==> config.mk <==
export PLATFORM = sky130hd
export DESIGN_NAME = uart_alu_interface_flat
export DESIGN_NICKNAME = d
export VERILOG_FILES = /design/src/rtl/uart_alu_interface_if.sv /design/src/rtl/uart_alu_interface.sv /design/src/flat_wrapper.sv
export SDC_FILE = /design/constraint.sdc
export NUM_CORES = 1
export LEC_CHECK = 0
export ABC_AREA = 1
export CORE_ASPECT_RATIO = 1.25
export CORE_UTILIZATION = 25
export DETAILED_ROUTE_END_ITERATION = 10
export PLACE_DENSITY = 0.62
export SLEW_MARGIN = 20
export SYNTH_ARGS = -nofsm -noshare
export SYNTH_HDL_FRONTEND = slang
export SYNTH_SLANG_ARGS = --single-unit
==> constraint.sdc <==
create_clock -name clk -period 1.8 [get_ports clk]
set_input_delay 0.36 -clock clk [delete_from_list [all_inputs] [get_ports clk]]
set_output_delay 0.36 -clock clk [all_outputs]
set_load 0.005 [all_outputs]
==> src/rtl/uart_alu_interface_if.sv <==
// uart_alu_interface_if: UART-side strobes/bytes and ALU operand/result bus for uart_alu_interface
interface uart_alu_interface_if #(
  parameter int DATA_WIDTH = 8,
  parameter int OP_WIDTH   = 6
);
  logic                  i_rx_done_bit;
  logic [DATA_WIDTH-1:0] i_rx_data_byte;
  logic                  i_tx_done_bit;
  logic [DATA_WIDTH-1:0] i_alu_result;
  logic [DATA_WIDTH-1:0] o_data_a;
  logic [DATA_WIDTH-1:0] o_data_b;
  logic [OP_WIDTH-1:0]   o_op;
  logic [DATA_WIDTH-1:0] o_tx_data_byte;
  logic                  o_tx_signal;
  logic                  o_busy;
  modport slave (
    input  i_rx_done_bit, i_rx_data_byte, i_tx_done_bit, i_alu_result,
    output o_data_a, o_data_b, o_op, o_tx_data_byte, o_tx_signal, o_busy
  );
  modport master (
    output i_rx_done_bit, i_rx_data_byte, i_tx_done_bit, i_alu_result,
    input  o_data_a, o_data_b, o_op, o_tx_data_byte, o_tx_signal, o_busy
  );
endinterface

==> src/rtl/uart_alu_interface.sv <==
// uart_alu_interface: collects A, B, opcode bytes from the UART, latches the ALU result and starts a transmit.
// Optional inter-byte timeout enabled by defining UART_IF_TIMEOUT_EN.
module uart_alu_interface #(
  parameter int DATA_WIDTH     = 8,
  parameter int OP_WIDTH       = 6,
  parameter int TIMEOUT_CYCLES = 1000000
) (
  input logic clk,
  input logic reset,
  uart_alu_interface_if.slave bus
);
  if (OP_WIDTH > DATA_WIDTH || TIMEOUT_CYCLES < 2) begin : g_bad_cfg
    $error("uart_alu_interface: invalid OP_WIDTH or TIMEOUT_CYCLES");
  end
  typedef enum logic [2:0] {S_WAIT_A, S_WAIT_B, S_WAIT_OP, S_CALC, S_SEND, S_WAIT_TX} state_t;
  state_t state, next;
  logic rx_d, tx_d, rx_evt, tx_evt, tmo;
  assign rx_evt = bus.i_rx_done_bit & ~rx_d;
  assign tx_evt = bus.i_tx_done_bit & ~tx_d;
`ifdef UART_IF_TIMEOUT_EN
  localparam int CW = $clog2(TIMEOUT_CYCLES);
  logic [CW-1:0] cnt;
  always_ff @(posedge clk)
    if (!reset || rx_evt || !(state inside {S_WAIT_B, S_WAIT_OP})) cnt <= '0;
    else cnt <= cnt + 1'b1;
  assign tmo = cnt == CW'(TIMEOUT_CYCLES - 1);
`else
  assign tmo = 1'b0;
`endif
  always_comb begin
    next = state;
    case (state)
      S_WAIT_A:  next = rx_evt ? S_WAIT_B : S_WAIT_A;
      S_WAIT_B:  next = rx_evt ? S_WAIT_OP : tmo ? S_WAIT_A : S_WAIT_B;
      S_WAIT_OP: next = rx_evt ? S_CALC : tmo ? S_WAIT_A : S_WAIT_OP;
      S_CALC:    next = S_SEND;
      S_SEND:    next = S_WAIT_TX;
      S_WAIT_TX: next = tx_evt ? S_WAIT_A : S_WAIT_TX;
      default:   next = S_WAIT_A;
    endcase
  end
  assign bus.o_tx_signal = state == S_SEND;
  assign bus.o_busy      = state != S_WAIT_A;
  always_ff @(posedge clk) begin
    if (!reset) begin
      state              <= S_WAIT_A;
      rx_d               <= 1'b0;
      tx_d               <= 1'b0;
      bus.o_data_a       <= '0;
      bus.o_data_b       <= '0;
      bus.o_op           <= '0;
      bus.o_tx_data_byte <= '0;
    end else begin
      state <= next;
      rx_d  <= bus.i_rx_done_bit;
      tx_d  <= bus.i_tx_done_bit;
      if (state == S_WAIT_A && rx_evt) bus.o_data_a <= bus.i_rx_data_byte;
      if (state == S_WAIT_B && rx_evt) bus.o_data_b <= bus.i_rx_data_byte;
      if (state == S_WAIT_OP && rx_evt) bus.o_op <= bus.i_rx_data_byte[OP_WIDTH-1:0];
      if (state == S_CALC) bus.o_tx_data_byte <= bus.i_alu_result;
    end
  end
endmodule

==> src/flat_wrapper.sv <==
// flat-port wrapper written by rule: the top's interface ports become plain ports
module uart_alu_interface_flat 
#(
  parameter int DATA_WIDTH     = 8,
  parameter int OP_WIDTH       = 6,
  parameter int TIMEOUT_CYCLES = 1000000
)
  (clk, reset, bus_i_rx_done_bit, bus_i_rx_data_byte, bus_i_tx_done_bit, bus_i_alu_result, bus_o_data_a, bus_o_data_b, bus_o_op, bus_o_tx_data_byte, bus_o_tx_signal, bus_o_busy);
  uart_alu_interface_if #(.DATA_WIDTH(DATA_WIDTH), .OP_WIDTH(OP_WIDTH)) bus_i ();
  input logic clk;
  input logic reset;
  input wire logic [$bits(bus_i.i_rx_done_bit)-1:0] bus_i_rx_done_bit;
  input wire logic [$bits(bus_i.i_rx_data_byte)-1:0] bus_i_rx_data_byte;
  input wire logic [$bits(bus_i.i_tx_done_bit)-1:0] bus_i_tx_done_bit;
  input wire logic [$bits(bus_i.i_alu_result)-1:0] bus_i_alu_result;
  output wire logic [$bits(bus_i.o_data_a)-1:0] bus_o_data_a;
  output wire logic [$bits(bus_i.o_data_b)-1:0] bus_o_data_b;
  output wire logic [$bits(bus_i.o_op)-1:0] bus_o_op;
  output wire logic [$bits(bus_i.o_tx_data_byte)-1:0] bus_o_tx_data_byte;
  output wire logic [$bits(bus_i.o_tx_signal)-1:0] bus_o_tx_signal;
  output wire logic [$bits(bus_i.o_busy)-1:0] bus_o_busy;
  assign bus_i.i_rx_done_bit = bus_i_rx_done_bit;
  assign bus_i.i_rx_data_byte = bus_i_rx_data_byte;
  assign bus_i.i_tx_done_bit = bus_i_tx_done_bit;
  assign bus_i.i_alu_result = bus_i_alu_result;
  assign bus_o_data_a = bus_i.o_data_a;
  assign bus_o_data_b = bus_i.o_data_b;
  assign bus_o_op = bus_i.o_op;
  assign bus_o_tx_data_byte = bus_i.o_tx_data_byte;
  assign bus_o_tx_signal = bus_i.o_tx_signal;
  assign bus_o_busy = bus_i.o_busy;
  uart_alu_interface #(.DATA_WIDTH(DATA_WIDTH), .OP_WIDTH(OP_WIDTH), .TIMEOUT_CYCLES(TIMEOUT_CYCLES)) u_core (.clk(clk), .reset(reset), .bus(bus_i));
endmodule
-- Yosys cells after proc, flatten, opt, wreduce, memory -nomap -nowiden
Index checks and enable logic that the tools add are counted.
- flip-flop bits (word level): 35
- bits of input ports: 20
- output and inout bits: 32
- logic and storage cells: 26
- equality and inequality tests: 5
- multiplexer cells: 5
- bitwise gates (word level): 4
- reductions and logical operators: 5
- operators by type and width (operator ; number):
    case mux 3 bit (6 select lines) ; 1
    equality test 3 x 2 -> 1 bit (second input constant) ; 2
    equality test 3 bit (second input constant) ; 2
    equality test 3 x 1 -> 1 bit (second input constant) ; 1
    logical AND 1 bit ; 3
    zero test 3 bit ; 1
    2-to-1 mux 3 bit ; 1
    nonzero test 3 bit ; 1
    bitwise AND 1 bit ; 2
    2-to-1 mux 1 bit ; 2
    2-to-1 mux 2 bit ; 1
    NOT 1 bit ; 2

-- Longest topological paths before layout
Gate-level depths: netlist (run 1).
- depth in word-level cells: 4
- gate-level depth with buffers: 7
- gate-level depth less buffers: 6

-- Worst setup path after synthesis (run 1)
No wires, ideal clock.
- path type: register to register
- start point: register u_core.state[0]
- end point: register u_core.bus.o_data_b[3]
- data arrival time: 0.953 ns
- required time: 1.687 ns
- path slack: 0.734 ns
- cell stages (with the launch flop): 7
- buffers on the path: 1
- clock period less this slack: 1.066 ns
- cell sequence: dfxtp_1 -> nand3_1 -> nor2_4 -> buf_6 -> nand2_1 -> nand2_1 -> nor2_1
- word-level cells in the longest chain between the ends: 2
- ends and longest elaborated chain (element ; RTL line ; text):
    start: declaration ; uart_alu_interface.sv:16 ; state_t state, next;
    start signal: assignment ; uart_alu_interface.sv:54 ; state <= next;
    equality test 3 x 1 -> 1 bit ; uart_alu_interface.sv:58 ; if (state == S_WAIT_B && rx_evt) bus.o_data_b <= bus.i_rx_data_byte;
    logical AND 1 bit ; uart_alu_interface.sv:58 ;
    end signal: assignment ; uart_alu_interface.sv:58 ;
    end: declaration ; uart_alu_interface_if.sv:18 ; output o_data_a, o_data_b, o_op, o_tx_data_byte, o_tx_signal, o_busy
No other way between the ends.
A chain may end at the register's enable or synchronous reset.

-- Worst setup path after layout (run 1)
- start point: register u_core.state[1]
- end point: output bus_o_busy
- word-level cells in the longest chain between the ends: 1
- ends and longest elaborated chain (element ; RTL line ; text):
    nonzero test 3 bit ; uart_alu_interface.sv:43 ; assign bus.o_busy = state != S_WAIT_A;
    end: declaration ; flat_wrapper.sv:21 ; output wire logic [$bits(bus_i.o_busy)-1:0] bus_o_busy;
No other way between the ends.

==> qor.txt, run 1 <==
Count of warnings emitted by yosys: 0
Die outline area: 5730 µm²
Maximum level of the CTS H-tree: 2
Worst-case setup slack after placement: 127 ps
Comb pwr share: 16.0%
CORE AREA: 5150 µm²
Clock network power share: 32.8%
Worst Setup Start Kind: flip-flop
P_int: 1.24 mW
Worst setup path category: flip-flop to primary output
Top delay family on crit path: buffers and inverters
Drt via density: 4.17
Routed WL per cell: 10.2 µm
Number of nets produced by synthesis: 210
Die boundary height: 84.4 µm
Top Metal Used: met4
Rel. slew slack: 75.0%
Layout net count: 266
Layout cells sized above 1: 7.69%
Peak fanout along the critical path: 6
PD cells: 808 nW/µm²
Register area share after synthesis: 51.7%
Total negative setup slack: 0 ps
Post-synth top area share: 51.7%
DRT iter0 DRCs: 59
Core Rows: 29
Worst Skew: 2.91 ps
HPWL reported at the end of detailed placement: 2.32 mm
Top library cells by usage in the layout, fill and taps aside: 67 x nor2_1, 50 x clkdlybuf4s50_1, 34 x dfxtp_1
Horizontal die dimension: 67.9 µm
Netlist area before placement: 1360 µm²
Global routing usage summed across all routing layers: 12.4%
Final setup violation count: 0
Post-synthesis share of cell area spent on xor and xnor gates: 0%
Hold Fails Final Rpt: 0
Non-Filler Cell Area, Final: 2040 µm²
Met3 WL post-DR: 218 µm
Final weighted congestion in routability-driven placement: 0.779
Main combinational cell family by area after synthesis: simple AND/OR/NAND/NOR gates
Root buffer selected by CTS: clkbuf_8
Number of synthesized register bits: 35
Detailed-route via count: 1,287
Final slew viol count: 0
Global-route wire length before repair: 5.22 mm
Mean Syn Cell Area: 7.14 µm²
Distinct cells, synth: 14
Data arrival at the endpoint of the critical path: 1350 ps
Later-pin clock latency in the skew report: 280 ps
Endpoint required time on the critical path: 1440 ps
Final Hold Slack: 480 ps
Biggest area consumer among synthesized cells: dfxtp_1
Fraction of the mapped netlist area in compound gates: 6.27%
Inserted Clock Buffers: 5
Cell Count Post-Placement: 301
Cell-by-cell trace of the critical path: nor2_2 -> nand2_1 -> clkdlybuf4s50_1
Switching Share: 24.9%
Minimum setup slack in the final design: 88.1 ps
Number of non-filler instances in the completed layout: 309
Overflow after GRT: 0
Reg power frac: 51.2%
Number of antenna violations at the first check in global routing: 0
Share of synthesized cell area in full adder, half adder and majority cells: 0%
Total of hold buffers inserted after clock tree synthesis: 0
Largest net degree at the start of global routing: 34
Leakage Power: 0.898 nW
Leading post-synthesis cells by cell area: dfxtp_1 52%, nor2_1 19%, nand2_1 8.3%
P_sw: 0.410 mW
Maximum buffer depth of the clock tree: 2
Starting Density: 26.3%
Transition at the pin with the smallest max-transition slack: 374 ps
Commonest non-fill, non-tap cell in the layout: nor2_1
Length of routed met2 wiring: 1.55 mm
Area post-placement: 1950 µm²
Setup repair after global routing missed its margin: false
Number of inserted diodes: 0
Final clock period utilization by the worst path: 95.1%
WL met1: 1.34 mm
Basic-gate share of the synthesized area counting and, or, nand and nor cells: 34.9%
Worst Path Buf+Inv: 1
Buffers added on ports: 51
Achievable Freq: 0.584 GHz
Post-route DRC: 0
Wire length after detailed routing: 3.16 mm
TritonCTS clock tree: done
Post-synthesis to final-layout area growth: 50.2%
CP peak stage delay: 500 ps
Endpoint class of the critical path: primary output
Mux contribution to synthesized area: 0%
Library cell contributing the largest single delay on the critical path: clkdlybuf4s50_1
Number of sinks driven by the clock tree: 35
Cell count after synthesis: 190
Peak supply drop: 0.344 mV
Clock-pin slew of the registers on the worst-case setup and hold paths: 70 ps
Status: completed
Antenna Nets Post-Route: 0
Shortest clock period the worst path allows after layout: 1710 ps
Vias in the first global route: 1,193
Worst min-delay path class: flip-flop to flip-flop
Number of violations of the max-capacitance limit: 0
Number of search-and-repair iterations in the first detailed-routing pass: 4
Count of boundary I/O pins: 52
-- power by group through the flow --
stage | logic [mW] | registers [mW] | clock network, mW
2_1_floorplan | 0.115 | 0.860 | 0
3_3_place_gp | 0.265 | 0.860 | 0
3_5_place_dp | 0.267 | 0.861 | 0
4_1_cts | 0.268 | 0.843 | 0.565
5_1_grt | 0.300 | 0.848 | 0.595
6_report | 0.264 | 0.843 | 0.539
-- repair_timing --
item | 4_1_cts | 5_1_grt
setup buffers | 0 | 0
resized for setup | 0 | 3
setup endpoints to repair | 0 | 2
-- sequential cells by signal (all words and copies together) (netlist names) --
register and count:
u_core.tx_d 1, u_core.bus.o_data_b 8, u_core.rx_d 1, u_core.bus.o_tx_data_byte 8, u_core.state 3, u_core.bus.o_op 6, u_core.bus.o_data_a 8
-- synth_stat cells --
library cell  number
inv_1             16
inv_2              4
nor2_1            68
o21ai_0           16
nor3_1             1
clkbuf_1           3
nand3_2            1
nor2_2             1
a21oi_1            1
buf_6              1
nand2_1           30
nor2_4             3
dfxtp_1           35
nand3_1           10
-- per-stage QoR --
stage	total power [mW]	utilization (%)
4_1_cts	1.68	39.4
3_5_place_dp	1.13	37.8
6_report	1.65	39.5
3_3_place_gp	1.13	37.8
2_1_floorplan	0.975	-
5_1_grt	1.74	39.5
-- routing by layer --
metal  GRT usage, %  up-vias
met5              0        -
met4           5.11        0
met3           5.03        4
met2           20.1       39
met1           14.0      553
li1               -      691
-- tightest hold or removal path, cell delays in order (launching register included) --
cell	delay, ps
dfxtp_1	330
nor2_1	50
nor2_1	80
-- area by class of cell --
type | count | area, µm²
fill | 552 | 3120
sequential | 35 | 702
multi-input combinational | 131 | 561
timing repair buffer | 53 | 541
tap | 62 | 77.6
clock buffer | 7 | 76.3
inverter | 20 | 75.1
clock inverter | 1 | 5.00
-- final timing paths --
kind / from / endpoint / slack [ps] / cells after the start
worst min register to register: u_core.bus.o_data_b[6] / u_core.bus.o_data_b[6] / 480 / 2
worst max register to register: u_core.state[1] / u_core.bus.o_tx_data_byte[7] / 590 / 5
worst max-delay path: u_core.state[1] / bus_o_busy / 90 / 3
worst min-delay path: u_core.bus.o_data_b[6] / u_core.bus.o_data_b[6] / 480 / 2
-- kinds of logic after synthesis --
logic type             after synthesis
AOI/OAI and AO/OA                   17
buffers and inverters               24
DFF                                 35
and+or+nand+nor                    114
Power figures use the tool's default switching activity.
==> run 2, diff against run 1 <==
CORE_UTILIZATION = 45   (was 25)
PLACE_DENSITY = 0.93   (was 0.62)
clock period = 2.06 ns   (was 1.8 ns; I/O delays follow)
==> qor.txt, run 2 (same netlist as run 1, synthesis figures left out) <==
Worst setup path category: flip-flop to primary output (unchanged)
Post-synthesis to final-layout area growth: 43.8% (was 50.2%)
Count of boundary I/O pins: 52 (unchanged)
Area post-placement: 1890 µm² (was 1950 µm²)
Post-route DRC: 0 (unchanged)
Layout net count: 265 (was 266)
Worst Skew: 5.72 ps (was 2.91 ps)
End of the worst register-to-register path: u_core.bus.o_data_b[3] (was u_core.bus.o_tx_data_byte[7])
Non-Filler Cell Area, Final: 1950 µm² (was 2040 µm²)
Maximum buffer depth of the clock tree: 2 (unchanged)
Antenna Nets Post-Route: 0 (unchanged)
Startpoint of the worst register-to-register path: u_core.state[0] (was u_core.state[1])
End of the worst hold path: u_core.bus.o_op[5] (was u_core.bus.o_data_b[6])
Global-route wire length before repair: 4.91 mm (was 5.22 mm)
Drt via density: 4.65 (was 4.17)
Die boundary height: 63.4 µm (was 84.4 µm)
Worst Setup Start Kind: flip-flop (unchanged)
Worst hold start: u_core.bus.o_op[5] (was u_core.bus.o_data_b[6])
Leakage Power: 0.860 nW (was 0.898 nW)
Core Rows: 21 (was 29)
Number of inserted diodes: 0 (unchanged)
Final clock period utilization by the worst path: 89.9%
Transition at the pin with the smallest max-transition slack: 359 ps (was 374 ps)
Top Metal Used: met4 (unchanged)
Combined area of the multi-input logic cells: 558 µm² (was 561 µm²)
Total of hold buffers inserted after clock tree synthesis: 0 (unchanged)
Postcts setup bufs: 0 (unchanged)
Post-cts repair resize count: 0 (unchanged)
Shortest clock period the worst path allows after layout: 1850 ps
Total negative setup slack: 0 ps (unchanged)
Largest net degree at the start of global routing: 34 (unchanged)
Commonest non-fill, non-tap cell in the layout: nor2_1 (unchanged)
WL met1: 1.20 mm (was 1.34 mm)
Peak fanout along the critical path: 6 (unchanged)
Sequential Area: 701 µm² (was 702 µm²)
Endpoint class of the critical path: primary output (unchanged)
Length of routed met2 wiring: 1.45 mm (was 1.55 mm)
Achievable Freq: 0.540 GHz
R2R setup slack: 840 ps (was 590 ps)
Number of violations of the max-capacitance limit: 0 (unchanged)
Regs by FF count: u_core.bus.o_data_a x8, u_core.bus.o_data_b x8, u_core.bus.o_tx_data_byte x8 (unchanged)
Later-pin clock latency in the skew report: 330 ps (was 280 ps)
Data arrival at the endpoint of the critical path: 1440 ps (was 1350 ps)
Hold Fails Final Rpt: 0 (unchanged)
Met3 WL post-DR: 157 µm (was 218 µm)
Fillers: 238 (was 552)
Horizontal die dimension: 51.1 µm (was 67.9 µm)
Worst Hold Path Cells: 2 (unchanged)
DRT iter0 DRCs: 20 (was 59)
Maximum level of the CTS H-tree: 2 (unchanged)
Detailed-route via count: 1,296 (was 1,287)
Worst min-delay path class: flip-flop to flip-flop (unchanged)
Root buffer selected by CTS: clkbuf_4 (was clkbuf_8)
Peak supply drop: 0.671 mV (was 0.344 mV)
Worst r2r path cells: 5 (unchanged)
HPWL reported at the end of detailed placement: 2.10 mm (was 2.32 mm)
Inserted Clock Buffers: 5 (unchanged)
Final setup violation count: 0 (unchanged)
Number of search-and-repair iterations in the first detailed-routing pass: 4 (unchanged)
Clock-pin slew of the registers on the worst-case setup and hold paths: 100 ps (was 70 ps)
Routed WL per cell: 10.3 µm (was 10.2 µm)
Final slew viol count: 0 (unchanged)
Starting Density: 49.2% (was 26.3%)
Status: completed (unchanged)
Final weighted congestion in routability-driven placement: 0.790 (was 0.779)
Utilization after layout: 70.7% (was 39.5%)
Buffers added on ports: 51 (unchanged)
Overflow after GRT: 0 (unchanged)
Rel. slew slack: 76.0% (was 75.0%)
Number of antenna violations at the first check in global routing: 0 (unchanged)
Vias in the first global route: 1,151 (was 1,193)
Die outline area: 3240 µm² (was 5730 µm²)
Endpoint required time on the critical path: 1650 ps (was 1440 ps)
Wire length after detailed routing: 2.86 mm (was 3.16 mm)
PD cells: 680 nW/µm² (was 808 nW/µm²)
TritonCTS clock tree: done (unchanged)
Setup repair after global routing missed its margin: false (unchanged)
Layout cells sized above 1: 6.94% (was 7.69%)
Global routing usage summed across all routing layers: 20.6% (was 12.4%)
Number of sinks driven by the clock tree: 35 (unchanged)
Top library cells by usage in the layout, fill and taps aside: 68 x nor2_1, 51 x clkdlybuf4s50_1, 35 x dfxtp_1 (was 67 x nor2_1, 50 x clkdlybuf4s50_1, 34 x dfxtp_1)
CORE AREA: 2760 µm² (was 5150 µm²)
run 2: changes by cell type in the layout (fill, tap and decap cells not counted), sizes merged:
cell,change
clkbuf,-1
dlymetal6s2s,-1
clkdlybuf4s50,+1
buf,-1
run 2: worst max-delay path: stages, from the launching register on:
cell,delay (ps)
dfxtp_1,450
nor2_1,100
nand2_1,70
clkdlybuf4s50_1,500
run 2: area by class of cell:
cell class	instances	area share [%]
clock buffers	6	2.63
clock inverters	1	0.257
inverters	20	3.85
multi-input cells	131	28.6
flip-flops and latches	35	35.9
well taps	34	2.18
repair buffers	52	26.6
run 2: how the worst max path moves through the flow:
stage                     slack, ps                endpoint  cells after the start              start
final                           210              bus_o_busy                      3    u_core.state[0]
after global routing            120         bus_o_tx_signal                      3    u_core.state[2]
after CTS                       180         bus_o_tx_signal                      3    u_core.state[2]
after detailed placement        280  u_core.bus.o_data_a[2]                      6  bus_i_rx_done_bit
after global placement          310  u_core.bus.o_data_a[3]                      6  bus_i_rx_done_bit
after floorplan                 990  u_core.bus.o_data_b[3]                      6    u_core.state[0]
run 2: routing by layer:
metal / global-route usage [%] / vias to the layer above
met5: 0 / -
li1: - / 689
met1: 23.3 / 564
met3: 6.76 / 4
met4: 11.1 / 0
met2: 33.4 / 39
run 2: power by group:
part	internal, mW	switching [mW]
registers	0.713	0.0215
logic	0.124	0.101
clock network	0.158	0.209
total	0.995	0.332
run 2: metrics by stage:
step	std cells	worst slack (ps)	power (mW)	hold WS, ps
2_1_floorplan	190	994	0.852	465
3_3_place_gp	272	306	0.972	454
3_5_place_dp	272	285	0.977	463
4_1_cts	279	176	1.35	489
5_1_grt	279	118	1.40	503
6_report	279	209	1.33	483
==> run 3, diff against run 2 <==
CORE_MARGIN = 3   (was default)
==> qor.txt, run 3 (same netlist as run 1, synthesis figures left out) <==
Status: completed (unchanged)
Die boundary height: 67.4 µm (was 63.4 µm)
Wire length after detailed routing: 3.18 mm (was 2.86 mm)
Library cell contributing the largest single delay on the critical path: clkdlybuf4s50_1 (unchanged)
Minimum setup slack in the final design: 181 ps (was 209 ps)
Final clock period utilization by the worst path: 91.2% (was 89.9%)
Rel. slew slack: 75.9% (was 76.0%)
Post-cts repair resize count: 0 (unchanged)
Peak supply drop: 0.676 mV (was 0.671 mV)
DRT iter0 DRCs: 28 (was 20)
Regs by FF count: u_core.bus.o_data_a x8, u_core.bus.o_data_b x8, u_core.bus.o_tx_data_byte x8 (unchanged)
Peak fanout along the critical path: 7 (was 6)
Detailed-route via count: 1,319 (was 1,296)
Number of gates on the worst path with buffers counted: 3 (unchanged)
Die outline area: 3710 µm² (was 3240 µm²)
Final slew viol count: 0 (unchanged)
Vias in the first global route: 1,228 (was 1,151)
R2R setup slack: 850 ps (was 840 ps)
Cell-by-cell trace of the critical path: inv_2 -> nor3_1 -> clkdlybuf4s50_1 (was nor2_1 -> nand2_1 -> clkdlybuf4s50_1)
Maximum buffer depth of the clock tree: 2 (unchanged)
Worst Hold Path Cells: 2 (unchanged)
Count of boundary I/O pins: 52 (unchanged)
CORE AREA: 2790 µm² (was 2760 µm²)
Worst Skew: 3.72 ps (was 5.72 ps)
Number of inserted diodes: 0 (unchanged)
Number of sinks driven by the clock tree: 35 (unchanged)
Data arrival at the endpoint of the critical path: 1470 ps (was 1440 ps)
Final weighted congestion in routability-driven placement: 0.801 (was 0.790)
Routed WL per cell: 11.4 µm (was 10.3 µm)
Inserted Clock Buffers: 5 (unchanged)
Horizontal die dimension: 55.1 µm (was 51.1 µm)
Cell Count Post-Placement: 272 (unchanged)
Total of hold buffers inserted after clock tree synthesis: 0 (unchanged)
Worst setup path category: flip-flop to primary output (unchanged)
Startpoint of the worst register-to-register path: u_core.state[0] (unchanged)
Sum of internal, switching and leakage power: 1.48 mW (was 1.33 mW)
End of the worst register-to-register path: u_core.bus.o_tx_data_byte[0] (was u_core.bus.o_data_b[3])
Core Rows: 21 (unchanged)
Leakage Power: 0.875 nW (was 0.860 nW)
Worst r2r path cells: 5 (unchanged)
Worst Setup Start Kind: flip-flop (unchanged)
Layout net count: 265 (unchanged)
Maximum level of the CTS H-tree: 2 (unchanged)
Global routing usage summed across all routing layers: 19.9% (was 20.6%)
Number of violations of the max-capacitance limit: 0 (unchanged)
Starting Density: 48.7% (was 49.2%)
PD cells: 749 nW/µm² (was 680 nW/µm²)
Antenna Nets Post-Route: 0 (unchanged)
Largest net degree at the start of global routing: 34 (unchanged)
Endpoint class of the critical path: primary output (unchanged)
Layout cells sized above 1: 7.32% (was 6.94%)
Worst-case setup slack after placement: 313 ps (was 285 ps)
Drt via density: 4.71 (was 4.65)
TritonCTS clock tree: done (unchanged)
Number of non-filler instances in the completed layout: 280 (was 279)
Total negative setup slack: 0 ps (unchanged)
Worst Setup EP: bus_o_tx_signal (was bus_o_busy)
Top library cells by usage in the layout, fill and taps aside: 68 x nor2_1, 51 x clkdlybuf4s50_1, 35 x dfxtp_1 (unchanged)
Number of search-and-repair iterations in the first detailed-routing pass: 5 (was 4)
Clock-pin slew of the registers on the worst-case setup and hold paths: 110 ps (was 100 ps)
Shortest clock period the worst path allows after layout: 1880 ps (was 1850 ps)
Root buffer selected by CTS: clkbuf_4 (unchanged)
Commonest non-fill, non-tap cell in the layout: nor2_1 (unchanged)
Post-synthesis to final-layout area growth: 46.0% (was 43.8%)
Achievable Freq: 0.532 GHz (was 0.540 GHz)
Worst Path Buf+Inv: 2 (was 1)
Global-route wire length before repair: 5.26 mm (was 4.91 mm)
Post-route DRC: 0 (unchanged)
Top delay family on crit path: buffers and inverters (unchanged)
Endpoint required time on the critical path: 1650 ps (about the same)
Worst setup path start: u_core.state[2] (was u_core.state[0])
Worst min-delay path class: flip-flop to flip-flop (unchanged)
Overflow after GRT: 0 (unchanged)
Hold Fails Final Rpt: 0 (unchanged)
Postcts setup bufs: 0 (unchanged)
Later-pin clock latency in the skew report: 340 ps (was 330 ps)
Number of antenna violations at the first check in global routing: 0 (unchanged)
CP peak stage delay: 530 ps (was 500 ps)
Buffers added on ports: 51 (unchanged)
Transition at the pin with the smallest max-transition slack: 360 ps (was 359 ps)
HPWL reported at the end of detailed placement: 2.27 mm (was 2.10 mm)
Fillers: 242 (was 238)
Setup repair after global routing missed its margin: false (unchanged)
Final setup violation count: 0 (unchanged)
-- run 3: cell types whose count changed in the layout (fill, tap and decap cells not counted) --
cell	delta
bufinv_16	+1
-- run 3: power by group --
part	leakage (nW)	switching (mW)	internal, mW
clock network	0.0482	0.233	0.287
registers	0.285	0.0217	0.713
logic	0.541	0.105	0.124
-- run 3: metrics by stage --
| step | area [µm²] | hold WS [ps] | utilization [%] |
|---|---|---|---|
| final | 1980 | 483 | 71.1 |
| after global routing | 1980 | 519 | 71.1 |
| after CTS | 1980 | 488 | 71.1 |
| after detailed placement | 1890 | 463 | 68.0 |
| after global placement | 1890 | 455 | 68.0 |
| after floorplan | 1360 | 465 | - |
-- run 3: worst min-delay path, delay by kind of cell, from the launching register on --
kind | cells | cell delay [ps]
flops | 1 | 340
simple gates | 2 | 120
-- run 3: area by class of cell --
type | count | area (µm²) | share of cell area, %
Multi-Input combinational cell | 131 | 558 | 28.2
Inverter | 20 | 75.1 | 3.79
Sequential cell | 35 | 701 | 35.4
Clock buffer | 6 | 51.3 | 2.59
Tap cell | 34 | 42.5 | 2.15
Clock inverter | 2 | 35.0 | 1.77
Timing Repair Buffer | 52 | 518 | 26.2
-- run 3: worst min path at each step --
stage                           startpoint                      to  slack (ps)
finish                  u_core.bus.o_op[3]      u_core.bus.o_op[3]         480
global route        u_core.bus.o_data_a[1]  u_core.bus.o_data_a[1]         520
CTS                     u_core.bus.o_op[3]      u_core.bus.o_op[3]         490
detailed placement      u_core.bus.o_op[0]      u_core.bus.o_op[0]         460
global placement        u_core.bus.o_op[5]      u_core.bus.o_op[5]         450
floorplan               u_core.bus.o_op[0]      u_core.bus.o_op[0]         470
-- run 3: per-layer routing --
| layer | routed length, µm | GRT usage, % |
|---|---|---|
| met2 | 1650 | 36.2 |
| met1 | 1250 | 20.4 |
| met5 | 0 | 0 |
| met3 | 253 | 7.28 |
| met4 | 35 | 6.38 |
